### src/rtl/sdf_pkg.sv
// sdf_pkg: shared types and helpers for the radix-2 SDF butterfly stage.
//   state_t    : control FSM states
//   clog2      : width of the half-frame counter
//   scale_sat  : halve a widened sum/difference, then clamp to a signed width
// Build option: SDF_BF_ROUND_EN selects round-half-up halving instead of
// truncation. Rounding lets max-minus-min reach 2^(W-1), which the clamp
// folds back to the largest positive code.
package sdf_pkg;

  typedef enum logic [1:0] {IDLE, FILL, BFLY, DRAIN} state_t;

  // Working width of scale_sat; covers data widths up to 32 bits.
  localparam int SAT_W = 34;

  function automatic int clog2(input int n);
    int r;
    r = 0;
    while ((1 << r) < n) r++;
    return r;
  endfunction

  // v is a sign-extended sum or difference; the result fits in 'width' bits.
  function automatic logic signed [SAT_W-1:0] scale_sat(
    input logic signed [SAT_W-1:0] v,
    input int                      width
  );
    logic signed [SAT_W-1:0] s, hi, lo;
`ifdef SDF_BF_ROUND_EN
    s = (v + 34'sd1) >>> 1;
`else
    s = v >>> 1;
`endif
    hi = (34'sd1 <<< (width - 1)) - 34'sd1;
    lo = -hi - 34'sd1;
    if (s > hi)      s = hi;
    else if (s < lo) s = lo;
    return s;
  endfunction

endpackage

### src/rtl/sdf_bf_stage_if.sv
// sdf_bf_stage_if: sample stream, delay-buffer taps and status of one SDF
// butterfly stage.
//   master : environment side (drives samples and the buffer read tap)
//   slave  : the stage (drives the buffer write tap, outputs and err)
interface sdf_bf_stage_if #(
  parameter int WIDTH = 16
);
  logic                    di_en;
  logic signed [WIDTH-1:0] di_re, di_im;
  logic signed [WIDTH-1:0] db_wr_re, db_wr_im;
  logic signed [WIDTH-1:0] db_rd_re, db_rd_im;
  logic                    do_en;
  logic signed [WIDTH-1:0] do_re, do_im;
  logic                    err;

  modport master (
    output di_en, di_re, di_im, db_rd_re, db_rd_im,
    input  db_wr_re, db_wr_im, do_en, do_re, do_im, err
  );

  modport slave (
    input  di_en, di_re, di_im, db_rd_re, db_rd_im,
    output db_wr_re, db_wr_im, do_en, do_re, do_im, err
  );
endinterface

### src/rtl/sdf_bf_arith.sv
// sdf_bf_arith: combinational complex butterfly, a+b and a-b, each halved
// and clamped to WIDTH bits (real and imaginary independent).
//   a_re/a_im : delayed first-half sample
//   b_re/b_im : current second-half sample
//   sum_*     : scale(a+b)
//   dif_*     : scale(a-b)
// Halving mode follows SDF_BF_ROUND_EN through sdf_pkg::scale_sat.
module sdf_bf_arith
  import sdf_pkg::*;
#(
  parameter int WIDTH = 16
) (
  input  logic signed [WIDTH-1:0] a_re,
  input  logic signed [WIDTH-1:0] a_im,
  input  logic signed [WIDTH-1:0] b_re,
  input  logic signed [WIDTH-1:0] b_im,
  output logic signed [WIDTH-1:0] sum_re,
  output logic signed [WIDTH-1:0] sum_im,
  output logic signed [WIDTH-1:0] dif_re,
  output logic signed [WIDTH-1:0] dif_im
);
  localparam int XW = WIDTH + 2;

  logic signed [XW-1:0] s_re, s_im, d_re, d_im;

  assign s_re = XW'(a_re) + XW'(b_re);
  assign s_im = XW'(a_im) + XW'(b_im);
  assign d_re = XW'(a_re) - XW'(b_re);
  assign d_im = XW'(a_im) - XW'(b_im);

  assign sum_re = WIDTH'(scale_sat(SAT_W'(s_re), WIDTH));
  assign sum_im = WIDTH'(scale_sat(SAT_W'(s_im), WIDTH));
  assign dif_re = WIDTH'(scale_sat(SAT_W'(d_re), WIDTH));
  assign dif_im = WIDTH'(scale_sat(SAT_W'(d_im), WIDTH));
endmodule

### src/rtl/sdf_bf_stage.sv
// sdf_bf_stage: radix-2 single-delay-feedback butterfly stage with control.
//   clock, reset_n : clock, asynchronous active-low reset
//   bus (slave)    : di_* sample in, db_wr_* to the external DEPTH-deep delay
//                    buffer (combinational), db_rd_* from it, do_* registered
//                    output, err sticky protocol-violation flag
// Frames are 2*DEPTH contiguous samples. The first half is parked in the
// buffer; in the second half sums leave directly and halved differences
// go back into the buffer, leaving DEPTH cycles later.
// Build option: SDF_BF_ROUND_EN (rounded halving, see sdf_pkg).
module sdf_bf_stage
  import sdf_pkg::*;
#(
  parameter int DEPTH = 32,
  parameter int WIDTH = 16
) (
  input  logic           clock,
  input  logic           reset_n,
  sdf_bf_stage_if.slave  bus
);
  localparam int CNT_W = clog2(DEPTH);

  state_t                  state, state_nxt;
  logic [CNT_W-1:0]        cnt, cnt_nxt;
  logic                    after_bfly, after_bfly_nxt;
  logic                    en_nxt, err_nxt;
  logic signed [WIDTH-1:0] re_nxt, im_nxt, wr_re, wr_im;
  logic signed [WIDTH-1:0] sum_re, sum_im, dif_re, dif_im;
  logic                    wrap;

  sdf_bf_arith #(.WIDTH(WIDTH)) u_arith (
    .a_re  (bus.db_rd_re),
    .a_im  (bus.db_rd_im),
    .b_re  (bus.di_re),
    .b_im  (bus.di_im),
    .sum_re(sum_re),
    .sum_im(sum_im),
    .dif_re(dif_re),
    .dif_im(dif_im)
  );

  assign wrap = (cnt == CNT_W'(DEPTH - 1));

  always_comb begin
    state_nxt      = state;
    cnt_nxt        = cnt;
    after_bfly_nxt = after_bfly;
    en_nxt         = 1'b0;
    re_nxt         = '0;
    im_nxt         = '0;
    wr_re          = '0;
    wr_im          = '0;
    err_nxt        = bus.err;
    case (state)
      IDLE: begin
        // The starting sample is FILL slot 0, so it is written right away.
        if (bus.di_en) begin
          wr_re          = bus.di_re;
          wr_im          = bus.di_im;
          state_nxt      = FILL;
          cnt_nxt        = CNT_W'(1);
          after_bfly_nxt = 1'b0;
        end
      end
      FILL: begin
        if (bus.di_en) begin
          wr_re   = bus.di_re;
          wr_im   = bus.di_im;
          en_nxt  = after_bfly;       // previous frame's differences
          re_nxt  = bus.db_rd_re;
          im_nxt  = bus.db_rd_im;
          cnt_nxt = cnt + CNT_W'(1);
          if (wrap) state_nxt = BFLY;
        end else if (after_bfly && cnt == '0) begin
          // The end-of-frame decision is only known the cycle after the
          // last sample: no new sample there means this is drain slot 0.
          en_nxt    = 1'b1;
          re_nxt    = bus.db_rd_re;
          im_nxt    = bus.db_rd_im;
          cnt_nxt   = CNT_W'(1);
          state_nxt = DRAIN;
        end else begin
          err_nxt   = 1'b1;
          cnt_nxt   = '0;
          state_nxt = IDLE;
        end
      end
      BFLY: begin
        if (bus.di_en) begin
          wr_re   = dif_re;
          wr_im   = dif_im;
          en_nxt  = 1'b1;
          re_nxt  = sum_re;
          im_nxt  = sum_im;
          cnt_nxt = cnt + CNT_W'(1);
          if (wrap) begin
            state_nxt      = FILL;
            after_bfly_nxt = 1'b1;
          end
        end else begin
          err_nxt   = 1'b1;
          cnt_nxt   = '0;
          state_nxt = IDLE;
        end
      end
      DRAIN: begin
        en_nxt  = 1'b1;
        re_nxt  = bus.db_rd_re;
        im_nxt  = bus.db_rd_im;
        cnt_nxt = cnt + CNT_W'(1);
        if (bus.di_en) err_nxt = 1'b1;
        if (wrap) state_nxt = IDLE;
      end
      default: begin
        cnt_nxt   = '0;
        state_nxt = IDLE;
      end
    endcase
  end

  assign bus.db_wr_re = wr_re;
  assign bus.db_wr_im = wr_im;

  always_ff @(posedge clock or negedge reset_n) begin
    if (!reset_n) begin
      state      <= IDLE;
      cnt        <= '0;
      after_bfly <= 1'b0;
      bus.do_en  <= 1'b0;
      bus.do_re  <= '0;
      bus.do_im  <= '0;
      bus.err    <= 1'b0;
    end else begin
      state      <= state_nxt;
      cnt        <= cnt_nxt;
      after_bfly <= after_bfly_nxt;
      bus.do_en  <= en_nxt;
      bus.do_re  <= re_nxt;
      bus.do_im  <= im_nxt;
      bus.err    <= err_nxt;
    end
  end
endmodule

### src/flat_wrapper.sv
// flat-port wrapper written by rule: the top's interface ports become plain ports
module sdf_bf_stage_flat import sdf_pkg::*;
#(
  parameter int DEPTH = 32,
  parameter int WIDTH = 16
)
  (clock, reset_n, bus_di_en, bus_di_re, bus_di_im, bus_db_rd_re, bus_db_rd_im, bus_db_wr_re, bus_db_wr_im, bus_do_en, bus_do_re, bus_do_im, bus_err);
  sdf_bf_stage_if #(.WIDTH(WIDTH)) bus_i ();
  input  logic clock;
  input  logic reset_n;
  input wire logic [$bits(bus_i.di_en)-1:0] bus_di_en;
  input wire logic [$bits(bus_i.di_re)-1:0] bus_di_re;
  input wire logic [$bits(bus_i.di_im)-1:0] bus_di_im;
  input wire logic [$bits(bus_i.db_rd_re)-1:0] bus_db_rd_re;
  input wire logic [$bits(bus_i.db_rd_im)-1:0] bus_db_rd_im;
  output wire logic [$bits(bus_i.db_wr_re)-1:0] bus_db_wr_re;
  output wire logic [$bits(bus_i.db_wr_im)-1:0] bus_db_wr_im;
  output wire logic [$bits(bus_i.do_en)-1:0] bus_do_en;
  output wire logic [$bits(bus_i.do_re)-1:0] bus_do_re;
  output wire logic [$bits(bus_i.do_im)-1:0] bus_do_im;
  output wire logic [$bits(bus_i.err)-1:0] bus_err;
  assign bus_i.di_en = bus_di_en;
  assign bus_i.di_re = bus_di_re;
  assign bus_i.di_im = bus_di_im;
  assign bus_i.db_rd_re = bus_db_rd_re;
  assign bus_i.db_rd_im = bus_db_rd_im;
  assign bus_db_wr_re = bus_i.db_wr_re;
  assign bus_db_wr_im = bus_i.db_wr_im;
  assign bus_do_en = bus_i.do_en;
  assign bus_do_re = bus_i.do_re;
  assign bus_do_im = bus_i.do_im;
  assign bus_err = bus_i.err;
  sdf_bf_stage #(.DEPTH(DEPTH), .WIDTH(WIDTH)) u_core (.clock(clock), .reset_n(reset_n), .bus(bus_i));
endmodule
### config.mk
export PLATFORM = sky130hd
export DESIGN_NAME = sdf_bf_stage_flat
export DESIGN_NICKNAME = d
export VERILOG_FILES = /design/src/rtl/sdf_pkg.sv /design/src/rtl/sdf_bf_stage_if.sv /design/src/rtl/sdf_bf_arith.sv /design/src/rtl/sdf_bf_stage.sv /design/src/flat_wrapper.sv
export SDC_FILE = /design/constraint.sdc
export NUM_CORES = 1
export LEC_CHECK = 0
export CORE_UTILIZATION = 30
export DETAILED_ROUTE_END_ITERATION = 7
export GPL_ROUTABILITY_DRIVEN = 0
export PLACE_DENSITY = 0.66
export SYNTH_ARGS = -nofsm -noshare
export SYNTH_HDL_FRONTEND = slang
export SYNTH_HIERARCHICAL = 1
export SYNTH_SLANG_ARGS = --single-unit
### constraint.sdc
create_clock -name clock -period 3.35 [get_ports clock]
set_input_delay 0.67 -clock clock [delete_from_list [all_inputs] [get_ports clock]]
set_output_delay 0.67 -clock clock [all_outputs]
set_load 0.1 [all_outputs]
# Word-level counts from Yosys, hierarchy flattened
# Index checks and enable logic that the tools add are counted.
# word_totals
in_bits	67
output_inout_bits	66
regBits	42
elab_cells	91
# classes
eq_ne	14
n_reduce_logical	9
add_sub_neg	5
mux	48
magnitude_cmp	8
# op_table
op	count
16-bit two-way mux	18
16-bit case mux with 3 select lines	2
16-bit greater-than comparator (second input constant)	4
16-bit < comparator (second input constant)	4
16-bit case mux with 2 select lines	2
16-bit by 16-bit adder with 17-bit output	2
16-bit by 16-bit subtractor with 17-bit output	2
5-bit case mux with 4 select lines	1
5-bit two-way mux	3
2-bit two-way mux	7
2-bit inequality test (second input constant)	6
1-bit two-way mux	11
2-bit case mux with 4 select lines	1
4-bit AND reduction	2
3-bit by 2-bit inequality test with 1-bit output (second input constant)	2
1-bit case mux with 3 select lines	2
5-bit by 1-bit adder with 5-bit output (second input constant)	1
5-bit equality test (second input constant)	1
5-bit logical NOT	1
5-bit AND reduction	1
2-bit equality test (second input constant)	2
2-bit by 1-bit inequality test with 1-bit output (second input constant)	2
3-bit nonzero test	1
2-bit by 1-bit equality test with 1-bit output (second input constant)	1
5 further kinds	5

# Longest topological paths before layout
# depth
depth_word	6
ltp_mapped	11

# Modules after synthesis
# The synthesis kept the hierarchy.
# modules_own_cells
mod	seq_area_each_um2	n_inst	area_per_inst_um2	cells_each
sdf_bf_arith	0.0	1	3241.9	463
sdf_bf_stage	1051.0	1	2403.6	219

# Worst setup path before layout
# Ideal clock, no wire load.
# synth_timing
path_kind	input to output
start	input bus_di_re[7]
end	output bus_db_wr_re[13]
slack_ns	-0.549
path_stages	9
path_buffers	1
required_time_ns	2.680
arrival_time_ns	3.229
path_cell_list	inv_1 -> ha_1 -> buf_6 -> a2111o_1 -> o2111ai_2 -> a31o_4 -> or4b_1 -> o311ai_1 -> a22o_1
# synth_via
elab_chain_cells	6
elab_cells_between_ends	7
cone_classes	add/sub: 1; order compare: 2; mux: 4
# synth_rtl
item	line	rtl
start: declaration	flat_wrapper.sv:12	input wire logic [$bits(bus_i.di_re)-1:0] bus_di_re;
16-bit by 16-bit subtractor with 17-bit output (*)	sdf_bf_arith.sv:28	assign d_re = XW'(a_re) - XW'(b_re);
16-bit < comparator	sdf_pkg.sv:36	else if (s < lo) s = lo;
16-bit two-way mux	sdf_pkg.sv:36	
16-bit two-way mux (*)	sdf_pkg.sv:35	if (s > hi) s = hi;
named net u_core.dif_re[13]	sdf_bf_stage.sv:27	logic signed [WIDTH-1:0] sum_re, sum_im, dif_re, dif_im;
16-bit two-way mux (*)	sdf_bf_stage.sv:88	if (bus.di_en) begin
16-bit case mux with 2 select lines (*)	sdf_bf_stage.sv:53	case (state)
end: declaration	flat_wrapper.sv:16	output wire logic [$bits(bus_i.db_wr_re)-1:0] bus_db_wr_re;
# The timed path passes the listed nets; every way through them passes the cells marked *.

# Worst setup path after layout
# layout_timing
start	input bus_di_re[0]
end	output bus_db_wr_re[15]
# Same word-level chain as after synthesis.

==> flow_summary.yaml <==
final_layout:
  post-route-util_pct: 52.2
  seqCellArea_sq_um: 1050
  multi_input_area_sq_um: 4810
  final_area_sq_um: 9500
  drive_above_1_share_pct: 45.0
  final_cell_mix: "buf_4 (209), nor2_1 (45), xnor2_1 (45)"
  syn2layout_area_growth_pct: 68.3
  final_common_cell: "buf_4"
  fillers: 1618
  fin_nets: 1094
sta:
  finalHoldViolations: 0
  holdWs_ns: 0.491
  worstMarginPinSlew_ns: 1.05
  fin_crit_ns: 3.59
  clock.fmax_mhz: 279
  relSlewSlack_pct: 29.9
  setup_viol: 5
  fin_worst_skew_ns: 0.00648
  rsz0062_at_grt: "true"
  post-route-period-util_pct: 107
  drv_slew: 0
  finalWorstSetupSlack_ns: -0.235
power_and_ir_drop:
  peakVddDrop_mv: 0.228
  p_leak_nw: 4.38
  power_density_nw_per_um2: 419
worst_hold_path:
  hold_class: "register to register"
  holdPathEnd: "u_core/bus.err$_DFFE_PN0P_"
  holdCritStartpoint: "u_core/bus.err$_DFFE_PN0P_"
  hold_depth: 1
routing:
  drt-total-wl_um: 19800
  viasPerCell: 5.25
  wire_per_inst_um: 16.6
  ant_nets: 0
  remaining_drc_errors: 14
  drt_iter0_drc: 373
  firstDrtPassIters: 8
  vias: 6263
clock_tree:
  cts-htree-levels: 2
  clk_pin_slew_worst_paths_ns: 0.06
  cts_buffers: 5
  clock_latency_ns: 0.29
  cts_tree: "done"
  cts_buffer_depth: 2
  cts_root_buf: "clkbuf_16"
  cts.sinks: 42
  cts_hold_buf: 0
floorplan:
  rows: 49
  core-area_sq_um: 18200
  die_w_um: 139
  die_area_sq_um: 19400
  die_h_um: 139
  pin_count: 133
  initial_core_util_pct: 31.0
worst_setup_path:
  slowest_delay_ns: 0.36
  reg2reg_depth: 4
  cp-end-kind: "output port"
  worstPathCellList: "buf_6 > nor2b_4 > fa_2 > nor2b_4 > o31a_4 > o2111ai_4 > a31o_4 > or3_4 > a31o_4 > a22o_4 > buf_12"
  r2r-start: "u_core/state[0]$_DFFE_PN0P_"
  cp_slowest_cell: "fa_2"
  crit_path_max_fanout: 4
  critPathBufInv: 2
  cp-start-kind: "primary input"
  worst_ep_required_time_ns: 2.68
  critPathKind: "primary input to output port"
  rr_endpoint: "u_core/bus.do_im[3]$_DFF_PN0_"
  cp_top_family: "compound AO/OA/AOI/OAI gates"
  crit_arrival_ns: 2.92
  r2r_setup_slack_ns: 1.31
global_routing:
  grt_pass1_wl_um: 30900
  track_usage_pct: 19.6
  antenna_found_initial: 1
  grt-ovfl-total: 0
  grt_pass1_vias: 6145
  grt_max_degree: 47
place:
  portBuffers: 132
  dpl_worst_slack_ns: -0.921
  placed_area_sq_um: 8480
  hpwl_um: 14200
logic_synthesis:
  ys_seq_area_share_pct: 18.6
  syn_nets: 816
  syn-cell-area_sq_um: 5650
  synthCells: 682
  avgSynthCellArea_sq_um: 8.28
  synth_flop_cell: "dfrtp_1"
  ys_seq_elements: 42
  yosys_warnings: 6
  async_flop_share_pct: 100
  ys_types: 77
  synth_edf_count: 0
status:
  violations: "DRC, setup timing"
  status: "finished with violations"
flow_run:
  drv_cap: 0
## layout make-up
class | count | area share (%)
multi-input cells | 526 | 50.6
repair buffers | 317 | 30.5
flip-flops and latches | 42 | 11.1
well taps | 229 | 3.02
inverters | 68 | 2.74
clock buffers | 5 | 1.32
clock inverters | 3 | 0.724
diodes | 2 | 0.0527
## sequential cells by signal, indices dropped and copies added (netlist names)
name,cells
u_core/after_bfly,1
u_core/cnt,5
u_core/state,2
u_core/bus.do_re,16
u_core/bus.do_en,1
u_core/bus.do_im,16
u_core/bus.err,1
## what timing repair did
item,4_1_cts,5_1_grt
endpoints found under the setup margin,24,17
setup buffers,16,13
pin swaps,48,50
resized for setup,188,111
## cell usage after synthesis, types with 2 or more instances
| library cell | count | area share, % |
|---|---|---|
| buf_6 | 12 | 2.4 |
| nor4_1 | 8 | 0.89 |
| o31ai_1 | 13 | 1.7 |
| clkbuf_1 | 10 | 0.66 |
| a2111oi_0 | 2 | 0.31 |
| buf_4 | 6 | 0.80 |
| o22ai_1 | 2 | 0.22 |
| a21oi_1 | 50 | 4.4 |
| a21o_1 | 7 | 0.93 |
| xnor2_1 | 46 | 7.1 |
| o2111ai_1 | 2 | 0.31 |
| a31oi_1 | 12 | 1.3 |
| nand3_1 | 4 | 0.35 |
| o2bb2ai_1 | 32 | 5.0 |
| nor3b_1 | 2 | 0.27 |
| nor2b_1 | 9 | 1.0 |
| fa_1 | 4 | 1.4 |
| dfrtp_1 | 42 | 19 |
| and3_1 | 4 | 0.44 |
| inv_1 | 67 | 4.5 |
| nor2_1 | 49 | 3.3 |
| nand4_1 | 4 | 0.44 |
| xor2_1 | 6 | 0.93 |
| nor3_1 | 16 | 1.4 |
| nand2b_1 | 7 | 0.78 |
| o211ai_1 | 6 | 0.80 |
| ha_1 | 63 | 14 |
| buf_1 | 4 | 0.27 |
| or3_1 | 2 | 0.22 |
| a211oi_1 | 5 | 0.66 |
| nand2_1 | 22 | 1.5 |
| o311ai_1 | 2 | 0.31 |
| buf_2 | 14 | 1.2 |
| a31o_2 | 2 | 0.31 |
| a22o_1 | 35 | 5.4 |
| a211o_1 | 7 | 1.1 |
| o21a_1 | 2 | 0.27 |
| o21ai_0 | 21 | 1.9 |
| o21bai_1 | 11 | 1.5 |
| a22oi_1 | 33 | 4.4 |
## stage by stage
| step | setup TNS, ns | power (mW) | instances |
|---|---|---|---|
| after floorplan | -0.386 | 2.30 | 682 |
| after global placement | -11.13 | 3.10 | 1157 |
| after detailed placement | -11.59 | 3.12 | 1157 |
| after CTS | -1.41 | 3.89 | 1180 |
| after global routing | -1.09 | 4.16 | 1190 |
| final | -0.560 | 3.98 | 1192 |
## worst max path at each step
stage,start,end,slack [ns],cells after the start
2_1_floorplan,bus_di_re[7],bus_db_wr_re[13],-0.26,9
3_3_place_gp,bus_di_re[0],bus_db_wr_re[15],-0.88,12
3_5_place_dp,bus_di_re[0],bus_db_wr_re[15],-0.92,12
4_1_cts,bus_di_re[0],bus_db_wr_re[15],-0.30,11
5_1_grt,bus_di_re[0],bus_db_wr_re[15],-0.29,11
6_report,bus_di_re[0],bus_db_wr_re[15],-0.24,11
## cell families (layout without fill, tap and decap cells)
family | Yosys count | count (layout) | share of synthesized area, %
fa+ha+maj | 67 | 67 | 15.4
mux | 1 | 1 | 0.199
simple gates | 141 | 141 | 12.8
xor+xnor | 52 | 52 | 8.07
buf+inv | 114 | 393 | 9.88
compound gates | 265 | 265 | 35.0
other cells | 0 | 2 | 0
flops | 42 | 42 | 18.6
## report_power, final
part	leakage (nW)	internal (mW)	switching (mW)
logic	3.74	1.02	1.66
registers	0.552	0.586	0.0608
clock network	0.0940	0.429	0.227
## routing by layer
layer | GRT usage, % | vias up | share of wire [%]
met5 | 0 | - | 0
met4 | 5.85 | 0 | 2.2
met3 | 2.49 | 25 | 4.9
met2 | 33.9 | 179 | 49
met1 | 25.4 | 2981 | 44
li1 | - | 3078 | -
Power figures use the tool's default switching activity.
